===== src/rtl/module_alu_operand_loader_pkg.sv =====
// Shared types for the ALU operand loader: operand/result word and loader FSM states.
// Ports: none (package only).
// Imported by module_alu_operand_loader and its testbench.
package pkg_bits;

  localparam int BITS_W = 4;

  typedef logic [BITS_W-1:0] bits_t;

  typedef enum logic [1:0] {
    S_A    = 2'd0,
    S_B    = 2'd1,
    S_EXEC = 2'd2,
    S_SHOW = 2'd3
  } loader_state_t;

endpackage


===== src/rtl/module_alu_operand_loader_edge_detect.sv =====
// Purpose: turns a debounced push-button level into a one-cycle pulse per rising edge.
// Ports: clk_i, rst_i (sync, active-high), level_i (button level), pulse_o (edge pulse).
// Latency: pulse_o is combinational from level_i against the previous sampled level.
module module_edge_detect (
  input  logic clk_i,
  input  logic rst_i,
  input  logic level_i,
  output logic pulse_o
);

  logic level_q;
  logic level_d;

  // The history register keeps tracking the button through reset, so a button
  // held across reset release does not fire until it is released and pressed again.
  always_comb begin
    level_d = level_i;
  end

  always_ff @(posedge clk_i) begin
    level_q <= level_d;
  end

  // No pulse is produced while reset is asserted.
  assign pulse_o = level_i & ~level_q & ~rst_i;

endmodule


===== src/rtl/module_alu_operand_loader.sv =====
// Purpose: captures operand A, operand B + opcode on successive load presses, issues them
//   to the ALU for one cycle, then latches ALUResult/ALUFlags for display.
// Ports: clk_i/rst_i (sync active-high), data_i/op_i/load_i switches and button,
//   ALUResult_i/ALUFlags_i from the ALU, ALUA_o/ALUB_o/ALUControl_o to the ALU,
//   valid_o issue strobe, result_o/flags_o latched result, done_o show flag, state_o LEDs.
// Config: define LOADER_EDGE_DETECT_EN to treat load_i as a level and act once per rising edge;
//   otherwise load_i is taken as an already single-cycle pulse.
module module_alu_operand_loader
  import pkg_bits::*;
#(
  parameter int OPW = 4
) (
  input  logic           clk_i,
  input  logic           rst_i,
  input  bits_t          data_i,
  input  logic [OPW-1:0] op_i,
  input  logic           load_i,
  input  bits_t          ALUResult_i,
  input  logic           ALUFlags_i,
  output bits_t          ALUA_o,
  output bits_t          ALUB_o,
  output logic [OPW-1:0] ALUControl_o,
  output logic           valid_o,
  output bits_t          result_o,
  output logic           flags_o,
  output logic           done_o,
  output logic [1:0]     state_o
);

  logic ld;

`ifdef LOADER_EDGE_DETECT_EN
  module_edge_detect u_edge_detect (
    .clk_i   (clk_i),
    .rst_i   (rst_i),
    .level_i (load_i),
    .pulse_o (ld)
  );
`else
  assign ld = load_i;
`endif

  loader_state_t  state_q,  state_d;
  bits_t          alua_q,   alua_d;
  bits_t          alub_q,   alub_d;
  logic [OPW-1:0] ctrl_q,   ctrl_d;
  bits_t          result_q, result_d;
  logic           flags_q,  flags_d;

  always_comb begin
    state_d  = state_q;
    alua_d   = alua_q;
    alub_d   = alub_q;
    ctrl_d   = ctrl_q;
    result_d = result_q;
    flags_d  = flags_q;
    case (state_q)
      S_A: begin
        if (ld) begin
          alua_d  = data_i;
          state_d = S_B;
        end
      end
      S_B: begin
        if (ld) begin
          alub_d  = data_i;
          ctrl_d  = op_i;
          state_d = S_EXEC;
        end
      end
      S_EXEC: begin
        // Single issue cycle: a load here is dropped, not remembered.
        result_d = ALUResult_i;
        flags_d  = ALUFlags_i;
        state_d  = S_SHOW;
      end
      S_SHOW: begin
        // One press starts the next operation by loading A directly.
        if (ld) begin
          alua_d  = data_i;
          state_d = S_B;
        end
      end
      default: state_d = S_A;
    endcase
  end

  always_ff @(posedge clk_i) begin
    if (rst_i) begin
      state_q  <= S_A;
      alua_q   <= '0;
      alub_q   <= '0;
      ctrl_q   <= '0;
      result_q <= '0;
      flags_q  <= 1'b0;
    end else begin
      state_q  <= state_d;
      alua_q   <= alua_d;
      alub_q   <= alub_d;
      ctrl_q   <= ctrl_d;
      result_q <= result_d;
      flags_q  <= flags_d;
    end
  end

  // Status outputs decode the registered state only.
  assign valid_o      = (state_q == S_EXEC);
  assign done_o       = (state_q == S_SHOW);
  assign state_o      = state_q;
  assign ALUA_o       = alua_q;
  assign ALUB_o       = alub_q;
  assign ALUControl_o = ctrl_q;
  assign result_o     = result_q;
  assign flags_o      = flags_q;

endmodule


===== config.mk =====
export PLATFORM = sky130hd
export DESIGN_NAME = module_alu_operand_loader
export DESIGN_NICKNAME = d
export VERILOG_FILES = /design/src/rtl/module_alu_operand_loader_pkg.sv /design/src/rtl/module_alu_operand_loader_edge_detect.sv /design/src/rtl/module_alu_operand_loader.sv
export SDC_FILE = /design/constraint.sdc
export NUM_CORES = 1
export LEC_CHECK = 0
export BUFFER_PORTS_ARGS = -buffer_cell sky130_fd_sc_hd__clkbuf_2
export CAP_MARGIN = 20
export CORE_MARGIN = 2
export CORE_UTILIZATION = 45
export DETAILED_ROUTE_END_ITERATION = 8
export PLACE_DENSITY = 0.76
export SYNTH_ARGS = -nofsm -noshare
export SYNTH_HDL_FRONTEND = slang
export SYNTH_SLANG_ARGS = --single-unit
export TNS_END_PERCENT = 50

===== constraint.sdc =====
create_clock -name clk_i -period 1.56 [get_ports clk_i]
set_input_delay 0.156 -clock clk_i [delete_from_list [all_inputs] [get_ports clk_i]]
set_output_delay 0.156 -clock clk_i [all_outputs]
set_load 0.03 [all_outputs]

==> impl_metrics.json <==
{
  "rsz0062_at_grt": "false",
  "yosysWarnings": 0,
  "firstDrtPassIters": 2,
  "synthTopCellsByCount": "dfxtp_1, mux2i_1, nand2b_1, nor2_1",
  "relSlewSlack_pct": 73.1,
  "syn_inst": 80,
  "dr_wl_met3_um": 65,
  "synth_edf_count": 0,
  "yosys.area.top_type": "dfxtp_1",
  "ios": 37,
  "path_cells": "inv_1, ha_2, clkbuf_2",
  "cts_made_buffers": 3,
  "drive_gt1_share_pct": 40.4,
  "synth_top_family_by_area": "simple AND/OR/NAND/NOR gates",
  "cpPeakStageDelay_ns": 0.35,
  "wl_met2_um": 742,
  "met1_length_um": 682,
  "ys_async_sr_fraction_pct": 0,
  "grt_usage_pct": 13.7,
  "viasPerCell": 4.60,
  "run_status": "complete, no violations",
  "finalCriticalPeriod_ns": 1.42,
  "synth_top_area_share_pct": 44.6,
  "tritoncts": "built",
  "syn_avg_cell_area_um2": 10.7,
  "clk_pin_slew_ns": 0.11,
  "die_area_mm2": 0.00226,
  "worstHoldPathType": "in -> reg",
  "floorplan.initialDensity_pct": 48.4,
  "cts.path.max_buffers": 2,
  "synthXorXnorAreaFrac_pct": 0,
  "syn_area_um2": 853,
  "fin_hold_ws_ns": 0.0827,
  "synth_nets": 99,
  "cp.required_ns": 1.40,
  "synth_mux_area_share_pct": 15.2,
  "grt_pass1_vias": 508,
  "post_cts_buffers": 0,
  "portBuffers": 36,
  "postRouteAntennaNets": 0,
  "synth_most_common_cell": "dfxtp_1",
  "worstSetupStartpoint": "state_o[0]",
  "power_mw": 1.63,
  "ir_drop_mv": 0.710,
  "synth_ff_type": "dfxtp_1",
  "setup_viol": 0,
  "ys_ff_latch": 19,
  "cts_num_sinks": 19,
  "synthAdderAreaFrac_pct": 4.40,
  "gp_congestion": 0.711,
  "tightest_slew_ns": 0.403,
  "critPathKind": "reg -> out",
  "fin_area_mm2": 0.00105,
  "overflow": 0,
  "maxCapViolCount": 0,
  "placed_cells": 135,
  "powerDensity_mw_per_mm2": 1560,
  "vias": 640,
  "hp-start": "op_i[1]",
  "placed_area_mm2": 0.00102,
  "post-dp-hpwl_mm": 1.15,
  "core_mm2": 0.00176,
  "timing.rr.start": "state_o[1]",
  "path_max_fanout": 6,
  "routed_wl_mm": 1.50,
  "drv_slew": 0,
  "top_layer_used": "met4",
  "worstSetupEndpointType": "primary output",
  "synthSimpleGateAreaFrac_pct": 18.3,
  "final.setup_skew_ns": 0.0108,
  "seq_area_frac_synth_pct": 44.6,
  "die-height_um": 47.5,
  "grt_max_degree": 26,
  "critical_path.slowest_cell": "dfxtp_1",
  "synth.distinct_cells": 16,
  "rows": 15,
  "antenna_found_initial": 0,
  "cts-root-buf": "clkbuf_4",
  "layout.nets": 134,
  "final_cells": 139,
  "min_period_over_period_pct": 90.8,
  "dieWidth_um": 47.5,
  "dp_slack_ns": 0.255,
  "ctsHtreeMaxLevel": 1,
  "wl_per_cell_um": 10.8,
  "insertion_delay_ns": 0.29,
  "netlist_top_cells_area": "dfxtp_1, mux2i_1, nand2b_1, a21bo_1, ha_1",
  "drc": 0,
  "arrival_ns": 1.26,
  "fmax_ghz": 0.706,
  "hold_violations": 0,
  "syn2layout_area_growth_pct": 22.6,
  "synth_compound_area_share_pct": 10.9,
  "grt_pass1_wl_mm": 2.13,
  "fin_util_pct": 59.3,
  "power.leakage_nw": 0.506,
  "fin_setup_tns_ns": 0,
  "final.setup.worst_slack_ns": 0.143,
  "n_antenna_cell": 0,
  "crit_path_start_kind": "flip-flop",
  "drtIter0Drc": 1
}
cell type report:
| cell class | count | area (um^2) |
|---|---|---|
| Fill cell | 180 | 718 |
| Clock inverter | 1 | 5.00 |
| Inverter | 2 | 7.51 |
| Clock buffer | 3 | 22.5 |
| Multi-Input combinational cell | 53 | 419 |
| Tap cell | 25 | 31.3 |
| Sequential cell | 19 | 380 |
| Timing Repair Buffer | 36 | 180 |
layer usage:
layer	track usage, %	up-vias
met5	0	-
met3	2.64	2
met2	20.5	17
met4	9.73	0
li1	-	333
met1	17.5	288
path summary, 6_finish.rpt:
path / to / slack, ns / cells past startpoint
hold / removal: ALUControl_o[1] / 0.08 / 3
hold reg to reg: ALUA_o[1] / 0.48 / 2
setup reg to reg: ALUB_o[1] / 0.23 / 4
setup / recovery: valid_o / 0.14 / 3
sequential cells by signal, summed over array words and instances (netlist names):
signal / cells
result_o: 4
ALUA_o: 4
state_o: 2
ALUB_o: 4
flags_o: 1
ALUControl_o: 4
cell usage in the layout (no fill, tap or decap):
cell type | netlist | routed
o32ai_2 | 2 | 2
nand2b_1 | 12 | 12
mux2i_1 | 13 | 13
clkbuf_4 | 0 | 3
nor2_1 | 5 | 5
inv_1 | 2 | 2
nand3_1 | 4 | 4
clkbuf_2 | 0 | 36
dfxtp_1 | 19 | 19
or2_1 | 2 | 2
and2b_2 | 2 | 2
and2_4 | 1 | 1
a21bo_1 | 4 | 4
a21oi_1 | 4 | 4
clkinv_2 | 0 | 1
ha_1 | 3 | 2
ha_2 | 0 | 1
nand2_1 | 1 | 1
worst max-delay path: cells and delay by family (launching register included):
kind / cells / cell delay [ns]
buffers and inverters: 2 / 0.33
flip-flops: 1 / 0.35
adder cells (fa/ha/maj): 1 / 0.29
where the power goes:
| group | leakage [nW] | switching, mW | total [mW] | internal, mW |
|---|---|---|---|---|
| sequential | 0.155 | 0.0579 | 0.640 | 0.582 |
| clock | 0.0177 | 0.144 | 0.239 | 0.0953 |
| combinational | 0.333 | 0.465 | 0.754 | 0.289 |
| total | 0.506 | 0.667 | 1.63 | 0.966 |
cells by family (layout without fill, tap and decap cells):
| kind of cell | after synthesis | after routing |
|---|---|---|
| AOI/OAI and AO/OA | 10 | 10 |
| muxes | 13 | 13 |
| and+or+nand+nor | 27 | 27 |
| buffers and inverters | 8 | 42 |
| DFF | 19 | 19 |
| adders and majority gates | 3 | 3 |
repair_timing:
action | 4_1_cts | 5_1_grt
setup endpoints to repair | 0 | 1
resized for setup | 0 | 1
hold endpoints to repair | 0 | 0
hold buffers | 0 | 0
(Power assumes the default switching activity.)
